$ cat src/rtl/pong_pkg.sv
// Shared state encodings, winner codes and widths for the Pong match sequencer.
package pong_pkg;

   localparam int SCORE_W = 4;
   localparam int CNT_W   = 25;

   typedef enum logic [2:0] {
      ST_IDLE   = 3'd0,
      ST_SERVE  = 3'd1,
      ST_PLAY   = 3'd2,
      ST_SCORED = 3'd3,
      ST_OVER   = 3'd4
   } match_state_e;

   localparam logic [1:0] WIN_NONE  = 2'b00;
   localparam logic [1:0] WIN_LEFT  = 2'b01;
   localparam logic [1:0] WIN_RIGHT = 2'b10;

endpackage

$ cat src/rtl/pong_match_ctrl_if.sv
// Link between the match sequencer (master) and the ball/paddle datapath (slave).
interface pong_match_ctrl_if;

   logic goal_l;
   logic goal_r;
   logic paddle_hit;
   logic guiwei;
   logic ball_en;
   logic serve_dir;
   logic speed_sel;

   modport master (
      input  goal_l, goal_r, paddle_hit,
      output guiwei, ball_en, serve_dir, speed_sel
   );

   modport slave (
      output goal_l, goal_r, paddle_hit,
      input  guiwei, ball_en, serve_dir, speed_sel
   );

endinterface

$ cat src/rtl/pong_match_ctrl_key_edge.sv
// key_edge: 2-FF synchronizer plus registered falling-edge pulse for an active-low key.
module key_edge (
   input  logic clk,
   input  logic rst,
   input  logic key_n,
   output logic press
);

   logic sync1_reg;
   logic sync2_reg;
   logic prev_reg;
   logic press_reg;

   always_ff @(posedge clk or posedge rst) begin
      if (rst) begin
         sync1_reg <= 1'b1;
         sync2_reg <= 1'b1;
         prev_reg  <= 1'b1;
         press_reg <= 1'b0;
      end else begin
         sync1_reg <= key_n;
         sync2_reg <= sync1_reg;
         prev_reg  <= sync2_reg;
         // Registered so the pulse comes from a flop, not from gating.
         press_reg <= prev_reg & ~sync2_reg;
      end
   end

   assign press = press_reg;

endmodule

$ cat src/rtl/pong_match_ctrl.sv
// Pong round sequencer: serve countdown, rally speed-up, scoring and match end.
// Define PONG_DEUCE_EN to require a two-point lead to win.
module pong_match_ctrl
   import pong_pkg::*;
#(
   parameter int WIN_SCORE    = 7,
   parameter int SERVE_CYCLES = 25_000_000,
   parameter int HOLD_CYCLES  = 12_500_000,
   parameter int RALLY_FAST   = 8
) (
   input  logic                vga_clk,
   input  logic                sys_rst,
   input  logic                start_key,
   pong_match_ctrl_if.master   bus,
   output logic [SCORE_W-1:0]  score_l,
   output logic [SCORE_W-1:0]  score_r,
   output logic [1:0]          winner,
   output logic [2:0]          state
);

   localparam logic [2:0] S_IDLE   = ST_IDLE;
   localparam logic [2:0] S_SERVE  = ST_SERVE;
   localparam logic [2:0] S_PLAY   = ST_PLAY;
   localparam logic [2:0] S_SCORED = ST_SCORED;
   localparam logic [2:0] S_OVER   = ST_OVER;

   localparam logic [CNT_W-1:0]   SERVE_LOAD = CNT_W'(SERVE_CYCLES - 1);
   localparam logic [CNT_W-1:0]   HOLD_LOAD  = CNT_W'(HOLD_CYCLES - 1);
   localparam logic [CNT_W-1:0]   CNT_ONE    = CNT_W'(1);
   localparam logic [SCORE_W-1:0] SCORE_ONE  = SCORE_W'(1);
   localparam logic [SCORE_W-1:0] WIN_S      = SCORE_W'(WIN_SCORE);
   localparam logic [SCORE_W-1:0] WIN_M1     = SCORE_W'(WIN_SCORE - 1);
   localparam logic [3:0]         RALLY_TH   = 4'(RALLY_FAST);

   logic [2:0]         state_reg;
   logic [CNT_W-1:0]   cnt_reg;
   logic [3:0]         rally_reg;
   logic [SCORE_W-1:0] score_l_reg;
   logic [SCORE_W-1:0] score_r_reg;
   logic [1:0]         winner_reg;
   logic               serve_dir_reg;
   logic               press;
   logic [SCORE_W-1:0] score_l_next;
   logic [SCORE_W-1:0] score_r_next;

   key_edge u_start_key (
      .clk   (vga_clk),
      .rst   (sys_rst),
      .key_n (start_key),
      .press (press)
   );

   function automatic logic is_win(input logic [SCORE_W-1:0] a, input logic [SCORE_W-1:0] b);
`ifdef PONG_DEUCE_EN
      return (a >= WIN_S) && ({1'b0, a} >= ({1'b0, b} + 5'd2));
`else
      return (a == WIN_S) && (b != WIN_S);
`endif
   endfunction

   // goal_l has priority: a simultaneous goal_r is dropped.
   always_comb begin
      score_l_next = score_l_reg;
      score_r_next = score_r_reg;
      if (bus.goal_l) begin
         score_r_next = score_r_reg + SCORE_ONE;
      end else begin
         score_l_next = score_l_reg + SCORE_ONE;
      end
`ifdef PONG_DEUCE_EN
      if ((score_l_next == WIN_S) && (score_r_next == WIN_S)) begin
         score_l_next = WIN_M1;
         score_r_next = WIN_M1;
      end
`endif
   end

   always_ff @(posedge vga_clk or posedge sys_rst) begin
      if (sys_rst) begin
         state_reg     <= S_IDLE;
         cnt_reg       <= '0;
         rally_reg     <= '0;
         score_l_reg   <= '0;
         score_r_reg   <= '0;
         winner_reg    <= WIN_NONE;
         serve_dir_reg <= 1'b0;
      end else begin
         case (state_reg)
            S_IDLE, S_OVER: begin
               if (press) begin
                  state_reg     <= S_SERVE;
                  cnt_reg       <= SERVE_LOAD;
                  rally_reg     <= '0;
                  score_l_reg   <= '0;
                  score_r_reg   <= '0;
                  winner_reg    <= WIN_NONE;
                  serve_dir_reg <= 1'b0;
               end
            end
            S_SERVE: begin
               if (cnt_reg == '0) begin
                  state_reg <= S_PLAY;
               end else begin
                  cnt_reg <= cnt_reg - CNT_ONE;
               end
            end
            S_PLAY: begin
               if (bus.goal_l || bus.goal_r) begin
                  state_reg     <= S_SCORED;
                  cnt_reg       <= HOLD_LOAD;
                  rally_reg     <= '0;
                  score_l_reg   <= score_l_next;
                  score_r_reg   <= score_r_next;
                  serve_dir_reg <= ~bus.goal_l;
               end else if (bus.paddle_hit && (rally_reg != 4'hF)) begin
                  rally_reg <= rally_reg + 4'd1;
               end
            end
            S_SCORED: begin
               if (cnt_reg != '0) begin
                  cnt_reg <= cnt_reg - CNT_ONE;
               end else if (is_win(score_l_reg, score_r_reg)) begin
                  state_reg  <= S_OVER;
                  winner_reg <= WIN_LEFT;
               end else if (is_win(score_r_reg, score_l_reg)) begin
                  state_reg  <= S_OVER;
                  winner_reg <= WIN_RIGHT;
               end else begin
                  state_reg <= S_SERVE;
                  cnt_reg   <= SERVE_LOAD;
               end
            end
            default: state_reg <= S_IDLE;
         endcase
      end
   end

   assign bus.guiwei    = (state_reg != S_SERVE) && (state_reg != S_PLAY);
   assign bus.ball_en   = (state_reg == S_PLAY);
   assign bus.serve_dir = serve_dir_reg;
   assign bus.speed_sel = (state_reg == S_PLAY) && (rally_reg >= RALLY_TH);
   assign score_l       = score_l_reg;
   assign score_r       = score_r_reg;
   assign winner        = winner_reg;
   assign state         = state_reg;

endmodule

$ cat src/flat_wrapper.sv
// flat-port wrapper written by rule: the top's interface ports become plain ports
module pong_match_ctrl_flat import pong_pkg::*;
#(
   parameter int WIN_SCORE    = 7,
   parameter int SERVE_CYCLES = 25_000_000,
   parameter int HOLD_CYCLES  = 12_500_000,
   parameter int RALLY_FAST   = 8
)
  (vga_clk, sys_rst, start_key, score_l, score_r, winner, state, bus_goal_l, bus_goal_r, bus_paddle_hit, bus_guiwei, bus_ball_en, bus_serve_dir, bus_speed_sel);
  pong_match_ctrl_if bus_i ();
  input  logic vga_clk;
  input  logic sys_rst;
  input  logic start_key;
  output logic [SCORE_W-1:0] score_l;
  output logic [SCORE_W-1:0] score_r;
  output logic [1:0] winner;
  output logic [2:0] state;
  input wire logic [$bits(bus_i.goal_l)-1:0] bus_goal_l;
  input wire logic [$bits(bus_i.goal_r)-1:0] bus_goal_r;
  input wire logic [$bits(bus_i.paddle_hit)-1:0] bus_paddle_hit;
  output wire logic [$bits(bus_i.guiwei)-1:0] bus_guiwei;
  output wire logic [$bits(bus_i.ball_en)-1:0] bus_ball_en;
  output wire logic [$bits(bus_i.serve_dir)-1:0] bus_serve_dir;
  output wire logic [$bits(bus_i.speed_sel)-1:0] bus_speed_sel;
  assign bus_i.goal_l = bus_goal_l;
  assign bus_i.goal_r = bus_goal_r;
  assign bus_i.paddle_hit = bus_paddle_hit;
  assign bus_guiwei = bus_i.guiwei;
  assign bus_ball_en = bus_i.ball_en;
  assign bus_serve_dir = bus_i.serve_dir;
  assign bus_speed_sel = bus_i.speed_sel;
  pong_match_ctrl #(.WIN_SCORE(WIN_SCORE), .SERVE_CYCLES(SERVE_CYCLES), .HOLD_CYCLES(HOLD_CYCLES), .RALLY_FAST(RALLY_FAST)) u_core (.vga_clk(vga_clk), .sys_rst(sys_rst), .start_key(start_key), .bus(bus_i), .score_l(score_l), .score_r(score_r), .winner(winner), .state(state));
endmodule
$ cat config.mk
export PLATFORM = sky130hd
export DESIGN_NAME = pong_match_ctrl_flat
export DESIGN_NICKNAME = d
export VERILOG_FILES = /design/src/rtl/pong_pkg.sv /design/src/rtl/pong_match_ctrl_if.sv /design/src/rtl/pong_match_ctrl_key_edge.sv /design/src/rtl/pong_match_ctrl.sv /design/src/flat_wrapper.sv
export SDC_FILE = /design/constraint.sdc
export NUM_CORES = 1
export LEC_CHECK = 0
export ABC_AREA = 1
export BUFFER_PORTS_ARGS = -buffer_cell sky130_fd_sc_hd__buf_2
export CORE_MARGIN = 2
export CORE_UTILIZATION = 35
export CTS_CLUSTER_DIAMETER = 50
export DETAILED_ROUTE_END_ITERATION = 7
export PLACE_DENSITY = 0.62
export SKIP_LAST_GASP = 1
export SYNTH_ARGS = -nofsm -noshare
export SYNTH_HDL_FRONTEND = slang
export SYNTH_SLANG_ARGS = --single-unit
$ cat constraint.sdc
create_clock -name vga_clk -period 4.7 [get_ports vga_clk]
set_input_delay 0.705 -clock vga_clk [delete_from_list [all_inputs] [get_ports vga_clk]]
set_output_delay 0.705 -clock vga_clk [all_outputs]
set_load 0.02 [all_outputs]
# Yosys cells after proc, flatten, opt, wreduce, memory -nomap -nowiden

Cells that the tools add are included.

Register bits: 47
Input bits: 6

Reductions and logical operators: 20
Muxes and demuxes: 32
Bitwise gates (word level): 3
Equal/unequal tests: 22
Add/sub/neg operators: 4
Magnitude comparators: 1

Operator list:

| kind                                                                     | number |
|---|---|
| 25-bit 2-to-1 mux                                                        | 6 |
| 25-bit case mux with 4 select lines                                      | 1 |
| 4-bit 2-to-1 mux                                                         | 7 |
| 25-bit zero test                                                         | 1 |
| 25-bit nonzero test                                                      | 1 |
| 25-bit by 1-bit subtractor with 25-bit output (second input constant)    | 1 |
| 4-bit case mux with 2 select lines                                       | 3 |
| 3-bit 2-to-1 mux                                                         | 6 |
| 4-bit AND reduction                                                      | 4 |
| 4-bit by 1-bit adder with 4-bit output (second input constant)           | 3 |
| 3-bit case mux with 4 select lines                                       | 1 |
| 2-bit inequality test (second input constant)                            | 5 |
| 3-bit by 1-bit inequality test with 1-bit output (second input constant) | 3 |
| 3-bit by 2-bit inequality test with 1-bit output (second input constant) | 3 |
| 4-bit by 3-bit == test with 1-bit output (second input constant)         | 2 |
| 2-bit 2-to-1 mux                                                         | 4 |
| 4-bit by 3-bit inequality test with 1-bit output (second input constant) | 2 |
| 3-bit by 2-bit == test with 1-bit output (second input constant)         | 2 |
| 3-bit AND reduction                                                      | 2 |
| 6-bit AND reduction                                                      | 1 |
| 1-bit logical AND                                                        | 5 |
| 4-bit >= comparator (second input constant)                              | 1 |
| 2-bit by 1-bit inequality test with 1-bit output (second input constant) | 2 |
| 4-bit inequality test (second input constant)                            | 1 |
| 12 further kinds                                                         | 15 |

# Depth between registers and ports, before layout

Gate-level depths: netlist of the first run.

Depth in word-level cells: 6
Gate-level depth with buffers: 13
Depth with buffers taken out: 13

# Cells and area by module

Synthesis of the first run repeated with hierarchy kept, for this count alone.

Cells, all modules: 427
Area total of the unflattened synthesis: 3001.6 µm²

Modules (own cells, without submodules):

| module          | cells each | area each (µm²) | instances |
|---|---|---|---|
| pong_match_ctrl | 420        | 2884.0          | 1 |
| key_edge        | 7          | 117.6           | 1 |

# Worst setup path after synthesis of the first run

OpenSTA, ideal clock, no wires.

Kind: reg-to-output
From: register u_core.state_reg[1] (netlist: u_core.state[1])
To: output bus_speed_sel
Data arrival time: 1.525 ns
Data required time: 3.995 ns
Stages on the path, launching flop included: 6
Slack: 2.470 ns
Path through: dfrtp_1 inv_1 nor3_2 inv_2 buf_6 nor2_1

Longest elaborated chain between the ends: 2

Ends and longest elaborated chain:

| element                                  | line                   | text |
|---|---|---|
| from (decl)                              | pong_match_ctrl.sv:35  | `logic [2:0] state_reg;` |
| from (signal assigned)                   | pong_match_ctrl.sv:80  | `state_reg <= S_IDLE;` |
| from (signal assigned)                   | pong_match_ctrl.sv:91  | `state_reg <= S_SERVE;` |
| from (signal assigned)                   | pong_match_ctrl.sv:102 | `state_reg <= S_PLAY;` |
| 3-bit by 2-bit == test with 1-bit output | n/a                    |  |
| named net bus_ball_en                    | flat_wrapper.sv:22     | `output wire logic [$bits(bus_i.ball_en)-1:0] bus_ball_en;` |
| 1-bit logical AND                        | pong_match_ctrl.sv:141 | `assign bus.speed_sel = (state_reg == S_PLAY) && (rally_reg >= RALLY_TH);` |
| to (decl)                                | flat_wrapper.sv:24     | `output wire logic [$bits(bus_i.speed_sel)-1:0] bus_speed_sel;` |

The timed path passes the listed nets, and every way through them passes these cells.

# Final worst setup path of the first run

From: register u_core.state_reg[0] (netlist: u_core.state[0])
To: output bus_guiwei

Longest elaborated chain between the ends: 2
Elaborated cells on any way between the ends: 3
Classes of those cells: 2 x eq/ne; 1 x reduce/logical

Ends and longest elaborated chain:

| element                                                                                                                     | line                   | text |
|---|---|---|
| 3-bit by 1-bit inequality test with 1-bit output / 3-bit by 2-bit inequality test with 1-bit output (equally long branches) | pong_match_ctrl.sv:138 | `assign bus.guiwei = (state_reg != S_SERVE) && (state_reg != S_PLAY);` |
| 1-bit logical AND *                                                                                                         | pong_match_ctrl.sv:138 |  |
| to (decl)                                                                                                                   | flat_wrapper.sv:21     | `output wire logic [$bits(bus_i.guiwei)-1:0] bus_guiwei;` |

Every way passes the cells marked *; elsewhere a longest branch is shown, timed or not.

==> results.cfg, run 1 <==
[synthesis]
synth_top_area_cell = dfrtp_1
yosys_warnings = 0
synth-edff-count = 0
synth.net_count = 421
ys_seq_area_share_pct = 39.1
synth.avg_cell_area_sq_um = 7.40
synth_seq_cells = 47
yosysTopAreaCellShare_pct = 36.5
synth_cell_types = 42
synth_cells = 408
synth_area_sq_um = 3020
ys.flop_type = dfrtp_1
netlist_top_cells_area = dfrtp_1 36%, nand2_1 14%, nor2_1 6.5%, inv_1 6.3%, nand3_1 4.0%
async_flop_share_pct = 100

[clocking]
clk_pin_slew_ns = 0.09
post_cts_buffers = 0
ctsRootBufferMaster = clkbuf_8
ctsHoldBuffers = 0
cts_num_sinks = 47
cts_buffer_depth = 2
cts_max_level = 2
cts_buffers = 5
tritoncts = yes
clock_latency_ns = 0.31
cts_resized = 0

[timing]
worstMarginPinSlew_ns = 0.987
setup_ws_ns = 1.64
setup_violations = 0
hold_viol_final = 0
slew_violations = 0
max_freq_mhz = 327
finClkSkew_ns = 0.00505
period_share_pct = 65.2
fin_setup_tns_ns = 0
slew_headroom_pct = 34.1
rsz0062_at_grt = false
fin_crit_ns = 3.06

[place]
routabilityCongestion = 0.891
dp_slack_ns = 1.98
io_buffers = 22
dp_hpwl_mm = 4.85

[power]
peakVddDrop_mv = 0.102
powerDensity_nw_per_um2 = 206
p_leak_uw = 0.00174

[setup_path]
reg2reg_depth = 13
end_kind = primary output
crit_path_frequent_cell = inv_1
rr_endpoint = u_core.cnt_reg[3]
critical_path.top_delay_family = simple AND/OR/NAND/NOR gates
cp_max_fo = 12
arrival_ns = 2.36
crit_path_max_incr_delay_ns = 0.48
rrSetupSlack_ns = 2.32
cp_data_required_time_ns = 3.99
critical_path_class = flop to primary output
crit_buf_inv = 5
crit_path_top_delay_cell = nor2_2
worstPathCellList = inv_1 -> nor2_2 -> inv_1 -> nor2_1 -> inv_2 -> nand2_1 -> inv_1 -> buf_2
crit_path_start_kind = flop
rr_startpoint = u_core.score_r[0]

[grt]
antenna_found_initial = 0
grt-ovfl-total = 0
grt_util_all_layers_pct = 15.2
grt_max_degree = 48
grt_pass1_wl_mm = 11.8
grt_pass1_vias = 2562

[finish]
mostFrequentLayoutCells = 113 x nand2_1, 52 x nor2_1, 50 x inv_1
final_common_cell = nand2_1
largest_reg_flops = 25
layout-drive-gt1-share_pct = 17.6
fill_cells = 880
utilization_pct = 39.6
nNetsFinal = 444
diodes = 0
areaGrowthSynthToFinish_pct = 8.91

[floorplan]
die_w_um = 96.9
die-area_sq_um = 9380
die_height_um = 96.9
start_util_pct = 36.4
fp-row-count = 33
ios = 23
coreArea_sq_um = 8300

[worst_hold_path]
hold_class = flop to flop
holdCritStartpoint = u_core.u_start_key.sync1_reg
worstHoldEndpoint = u_core.u_start_key.sync2_reg
hold_depth = 0

[routing]
vias = 2588
postRouteAntennaNets = 0
drt-initial-drc-count = 140
detail_route.wl_per_cell_um = 12.4
viasPerCell = 4.82
firstDrtPassIters = 4
post-route-drc-count = 0
routed_wl_mm = 6.65

[outcome]
status = completed

[run]
drv_cap = 0
[report_power, final]
group          leakage [uW]  total [uW]  switching (uW)  internal [uW]
Sequential         0.000579         410            1.90            408
Combinational       0.00112        16.2            12.4           3.75
Clock             0.0000412         252             147            104
[through the flow]
step	instances	cell area [sq um]	hold slack (ns)	total power, uW
after CTS	537	3290	0.360	685
final	537	3290	0.359	678
after detailed placement	529	3200	0.347	435
after global placement	529	3200	0.346	435
after global routing	537	3290	0.370	702
after floorplan	408	3020	0.345	428
[synthesized netlist by cell type, types with 3 or more instances]
library cell / n
a21oi_1: 10
buf_6: 4
dfrtp_1: 44
dfstp_2: 3
ha_1: 7
inv_1: 51
inv_2: 6
nand2_1: 113
nand2_2: 5
nand2_4: 3
nand3_1: 24
nand3_2: 4
nand4_1: 4
nor2_1: 52
nor2_2: 9
nor2_4: 3
nor3_1: 8
o21ai_0: 18
o21ai_2: 5
o31ai_1: 3
xnor2_1: 3
xor2_1: 9
[logic make-up (layout without fill, tap and decap cells)]
family                   after synthesis  after routing  share of synthesized area (%)
AND/OR/NAND/NOR                      229            229                           34.3
buffers and inverters                 64             88                           9.20
AO/OA/AOI/OAI                         48             48                           10.7
flip-flops                            47             47                           39.1
XOR/XNOR                              12             12                           3.48
adder cells (fa/ha/maj)                7              7                           2.90
multiplexers                           1              1                          0.332
[final cells by class]
| type | count | area [sq um] | share of cell area [%] |
|---|---|---|---|
| timing repair buffer | 22 | 110 | 3.35 |
| clock buffer | 6 | 72.6 | 2.21 |
| inverter | 58 | 220 | 6.70 |
| sequential | 47 | 1180 | 35.9 |
| multi-input combinational | 297 | 1560 | 47.5 |
| tap | 105 | 131 | 4.00 |
| clock inverter | 2 | 12.5 | 0.381 |
[routing by layer]
| layer | vias to the layer above | routed length [um] | track usage [%] |
|---|---|---|---|
| met5 | - | 0 | 0 |
| met4 | 0 | 87 | 3.90 |
| met3 | 9 | 360 | 2.89 |
| met2 | 64 | 2990 | 24.6 |
| met1 | 1180 | 3210 | 21.0 |
| li1 | 1335 | - | - |
[how the worst max path moves through the flow]
stage               cells after the start  slack (ns)       endpoint             from
finish                                  8        1.64     bus_guiwei  u_core.state[0]
global route                            8        1.38     bus_guiwei  u_core.state[0]
CTS                                     8        1.62     bus_guiwei  u_core.state[0]
detailed placement                      8        1.98     bus_guiwei  u_core.state[0]
global placement                        8        2.06     bus_guiwei  u_core.state[0]
floorplan                               5        2.47  bus_speed_sel  u_core.state[1]
(Power assumes the default switching activity.)
==> run 2, diff against run 1 <==
Settings changed: PLACE_DENSITY 0.62 to 0.64.
Clock period 4.7 ns to 2.55 ns, I/O delays scaled along.
==> results.cfg, run 2 (same netlist as run 1, synthesis figures left out) <==
[power]
p_clk_share_pct = 39.4
p_int_uw = 1010
comb_power_share_pct = 2.5
powerDensity_nw_per_um2 = 389
p_leak_uw = 0.00177
peakVddDrop_mv = 0.223
seq_power_share_pct = 58.1
p_sw_uw = 292
swShare_pct = 22.5

[grt]
grt_max_degree = 28
grt_util_all_layers_pct = 15.4
grt_pass1_vias = 2566
grt-ovfl-total = 0
grt_pass1_wl_mm = 12.0
antenna_found_initial = 0

[finish]
mostFrequentLayoutCells = 113 x nand2_1, 52 x nor2_1, 50 x inv_1
diodes = 0
nNetsFinal = 448
final_common_cell = nand2_1
largest_reg_flops = 25
areaGrowthSynthToFinish_pct = 10.7
fill_cells = 872
layout-drive-gt1-share_pct = 18.6
final_area_sq_um = 3340

[timing]
finClkSkew_ns = 0.00646
hold_ws_ns = 0.0831
hold_viol_final = 0
slew_headroom_pct = 67.8
slew_violations = 0
max_freq_mhz = 446
worstMarginPinSlew_ns = 0.480
fin_setup_tns_ns = 0
rsz0062_at_grt = false
fin_crit_ns = 2.24
period_share_pct = 87.9
setup_violations = 0

[floorplan]
coreArea_sq_um = 8300
start_util_pct = 36.4
fp-row-count = 33
die_w_um = 96.9
ios = 23
die-area_sq_um = 9380
die_height_um = 96.9

[clocking]
cts_num_sinks = 47
tritoncts = yes
ctsRootBufferMaster = clkbuf_8
clk_pin_slew_ns = 0.09
cts_buffers = 5
cts_resized = 0
cts_max_level = 2
ctsHoldBuffers = 0
cts_buffer_depth = 2
post_cts_buffers = 0
clock_latency_ns = 0.31

[routing]
postRouteAntennaNets = 0
firstDrtPassIters = 4
vias = 2650
detail_route.wl_per_cell_um = 12.8
routed_wl_mm = 6.92
viasPerCell = 4.90
post-route-drc-count = 0
drt-initial-drc-count = 122

[setup_path]
startpoint = u_core.score_r[0]
cp_max_fo = 27
reg2reg_depth = 13
rr_endpoint = u_core.cnt_reg[3]
arrival_ns = 2.45
cp_data_required_time_ns = 2.76
endpoint = u_core.cnt_reg[3]
rr_startpoint = u_core.score_r[0]
rrSetupSlack_ns = 0.31
end_kind = flop
critical_path_class = flop to flop
crit_path_start_kind = flop

[run]
drv_cap = 0

[worst_hold_path]
hold_class = primary input to async pin

[place]
dp_hpwl_mm = 5.20
placed_cell_area_sq_um = 3230
io_buffers = 22
routabilityCongestion = 0.830

[outcome]
status = completed
[run 2: cell types whose count changed in the layout (fill, tap and decap cells not counted)]
| cell | change |
|---|---|
| clkbuf_1 | -1 |
| inv_8 | +1 |
| buf_4 | +4 |
| clkbuf_8 | +2 |
| inv_4 | -1 |
| clkinv_2 | -1 |
[run 2: worst max-delay path, stage by stage, from the launching register on]
cell and delay, ns:
dfrtp_1 0.41, ha_1 0.19, inv_1 0.05, nor3_1 0.21
inv_1 0.07, ha_1 0.22, o31ai_1 0.23, inv_1 0.08
nand3_2 0.09, nand2_4 0.15, inv_8 0.21, nand2_1 0.08
nor2_1 0.08, nor2_1 0.04
[run 2: cell type report]
type                    count  area, sq um  area share [%]
multi-input cells         297         1560            46.7
flip-flops and latches     47         1180            35.3
inverters                  58          225            6.74
repair buffers             26          140            4.19
well taps                 105          131            3.93
clock buffers               7         96.3            2.88
clock inverters             1         7.51           0.225
[run 2: routing by layer]
layer	vias to the layer above	wire, um	track usage (%)
met5	-	0	0
met4	0	72	3.68
met3	7	394	3.25
met2	75	3160	25.1
met1	1227	3290	21.0
li1	1341	-	-
[run 2: worst min path at each step]
stage,start,to,slack [ns],cells past startpoint
3_3_place_gp,u_core.u_start_key.sync1_reg,u_core.u_start_key.sync2_reg,0.35,0
5_1_grt,sys_rst,u_core.cnt_reg[21],0.12,2
2_1_floorplan,u_core.u_start_key.sync1_reg,u_core.u_start_key.sync2_reg,0.35,0
4_1_cts,sys_rst,u_core.cnt_reg[17],0.1,2
6_report,sys_rst,u_core.cnt_reg[17],0.08,2
3_5_place_dp,u_core.u_start_key.sync1_reg,u_core.u_start_key.sync2_reg,0.35,0
[run 2: per-stage QoR]
| stage | cells | setup slack, ns | total power (uW) | util (%) |
|---|---|---|---|---|
| 6_report | 541 | 0.309 | 1300 | 40.3 |
| 2_1_floorplan | 408 | 0.485 | 789 | - |
| 4_1_cts | 541 | 0.198 | 1320 | 40.2 |
| 5_1_grt | 541 | 0.0410 | 1360 | 40.3 |
| 3_5_place_dp | 533 | 0.199 | 805 | 39.0 |
| 3_3_place_gp | 533 | 0.275 | 804 | 39.0 |
[run 2: power by group through the flow]
stage / Clock, uW / Combinational (uW) / Sequential, uW
finish: 512 / 32.8 / 756
global route: 561 / 39.2 / 757
CTS: 531 / 34.9 / 756
detailed placement: 0 / 34.9 / 770
global placement: 0 / 34.3 / 770
floorplan: 0 / 15.6 / 773
==> run 3, diff against run 2 <==
Settings changed: REMOVE_ABC_BUFFERS from default to 1.
Clock period 2.55 ns to 1.8 ns, I/O delays scaled along.
==> results.cfg, run 3 (same netlist as run 1, synthesis figures left out) <==
[timing]
setup_violations = 27
slew_headroom_pct = 69.8
period_share_pct = 114
rsz0062_at_grt = true
hold_viol_final = 0
worstMarginPinSlew_ns = 0.453
fin_crit_ns = 2.05
finClkSkew_ns = 0.0193
max_freq_mhz = 488
slew_violations = 0
setup_ws_ns = -0.251

[setup_path]
crit_path_max_incr_delay_ns = 0.41
worstPathCellList = ha_4 -> inv_4 -> nor3_4 -> inv_2 -> ha_4 -> o31ai_4 -> inv_1 -> nand3_2 -> nand2_4 -> buf_4 -> o21ai_1 -> nand3_1
rr_endpoint = u_core.cnt_reg[18]
end_kind = flop
crit_path_start_kind = flop
cp_data_required_time_ns = 2.00
reg2reg_depth = 12
critical_path_class = flop to flop
crit_path_frequent_cell = ha_4
cp_max_fo = 5
crit_path_top_delay_cell = dfrtp_1
rrSetupSlack_ns = -0.25
rr_startpoint = u_core.score_r[0]
arrival_ns = 2.25

[grt]
grt_pass1_wl_mm = 13.7
grt_util_all_layers_pct = 17.8
grt_max_degree = 29
antenna_found_initial = 0
grt-ovfl-total = 0
grt_pass1_vias = 2858

[clocking]
cts_num_sinks = 47
clock_latency_ns = 0.31
ctsRootBufferMaster = clkbuf_8
cts_buffer_depth = 2
clk_pin_slew_ns = 0.11
cts_buffers = 5
cts_max_level = 2
tritoncts = yes

[place]
placed_cell_area_sq_um = 3640
routabilityCongestion = 0.911
io_buffers = 22
dp_hpwl_mm = 5.84

[worst_hold_path]
hold_depth = 1
holdCritStartpoint = start_key
worstHoldEndpoint = u_core.u_start_key.sync1_reg
hold_class = primary input to flop

[outcome]
violations = negative setup slack
status = finished, violations left

[finish]
final_area_sq_um = 4200
largest_reg_flops = 25
diodes = 0
areaGrowthSynthToFinish_pct = 39.2
final_common_cell = nand2_1
layout-drive-gt1-share_pct = 37.3
nNetsFinal = 524
mostFrequentLayoutCells = 104 x nand2_1, 68 x buf_4, 48 x nor2_1
utilization_pct = 50.7

[routing]
vias = 2970
drt-initial-drc-count = 167
routed_wl_mm = 8.19
post-route-drc-count = 0
postRouteAntennaNets = 0
viasPerCell = 4.81
detail_route.wl_per_cell_um = 13.3
firstDrtPassIters = 4

[floorplan]
die-area_sq_um = 9380
fp-row-count = 33
die_height_um = 96.9
start_util_pct = 36.4
die_w_um = 96.9
ios = 23
coreArea_sq_um = 8300

[power]
p_leak_uw = 0.00219
powerDensity_nw_per_um2 = 458
peakVddDrop_mv = 0.298

[run]
drv_cap = 0
run 3: worst max-delay path by stage:
stage               slack, ns               from            endpoint
floorplan               -0.38  u_core.score_r[0]   u_core.cnt_reg[3]
global placement        -0.22  u_core.score_l[0]  u_core.cnt_reg[20]
detailed placement      -0.30  u_core.score_l[0]  u_core.cnt_reg[20]
CTS                     -0.17  u_core.score_l[0]   u_core.cnt_reg[3]
global route            -0.37  u_core.score_r[0]   u_core.cnt_reg[3]
finish                  -0.25  u_core.score_r[0]  u_core.cnt_reg[18]
run 3: area by class of cell:
cell class | instances | area (sq um)
Clock buffer | 6 | 72.6
Clock inverter | 2 | 37.5
Fill cell | 747 | 4100
Inverter | 58 | 230
Multi-Input combinational cell | 297 | 1750
Sequential cell | 47 | 1180
Tap cell | 105 | 131
Timing Repair Buffer | 102 | 800
run 3: report_power, final:
part	switching, uW	total, uW	internal [uW]
Clock	382	798	415
Sequential	4.74	1070	1070
Combinational	36.5	55.3	18.8
Total	424	1920	1500
run 3: per-stage QoR:
step                      std cells  hold slack [ns]  total power, uW  setup slack, ns  setup TNS (ns)
after floorplan                 402            0.274             1120           -0.383           -7.11
after global placement          584            0.298             1150           -0.223           -4.67
after detailed placement        584            0.300             1150           -0.303           -6.55
after CTS                       608           0.0503             1940           -0.174           -3.09
after global routing            617           0.0404             2000           -0.371           -8.48
final                           617           0.0579             1920           -0.251           -4.94
run 3: layer usage:
| metal | global-route usage, % | part of all wire [%] | wire, um |
|---|---|---|---|
| met1 | 22.6 | 44 | 3590 |
| met3 | 2.96 | 3.6 | 295 |
| met2 | 31.0 | 51 | 4190 |
| met5 | 0 | 0 | 0 |
| met4 | 5.42 | 1.4 | 117 |
run 3: worst max-delay path, delay by kind of cell (launching register included):
kind	cells	cell delay [ns]
AOI/OAI and AO/OA	2	0.37
DFF	1	0.41
buffers and inverters	4	0.36
adders and majority gates	2	0.35
and+or+nand+nor	4	0.46
run 3: repair_timing:
action / 4_1_cts / 5_1_grt
pin swaps: 15 / 11
endpoints found under the setup margin: 29 / 33
buffers inserted: 14 / 11
endpoints found under the hold margin: 16 / 0
gates resized for setup: 44 / 28
hold buffers: 1 / 0
gates cloned: 1 / 0
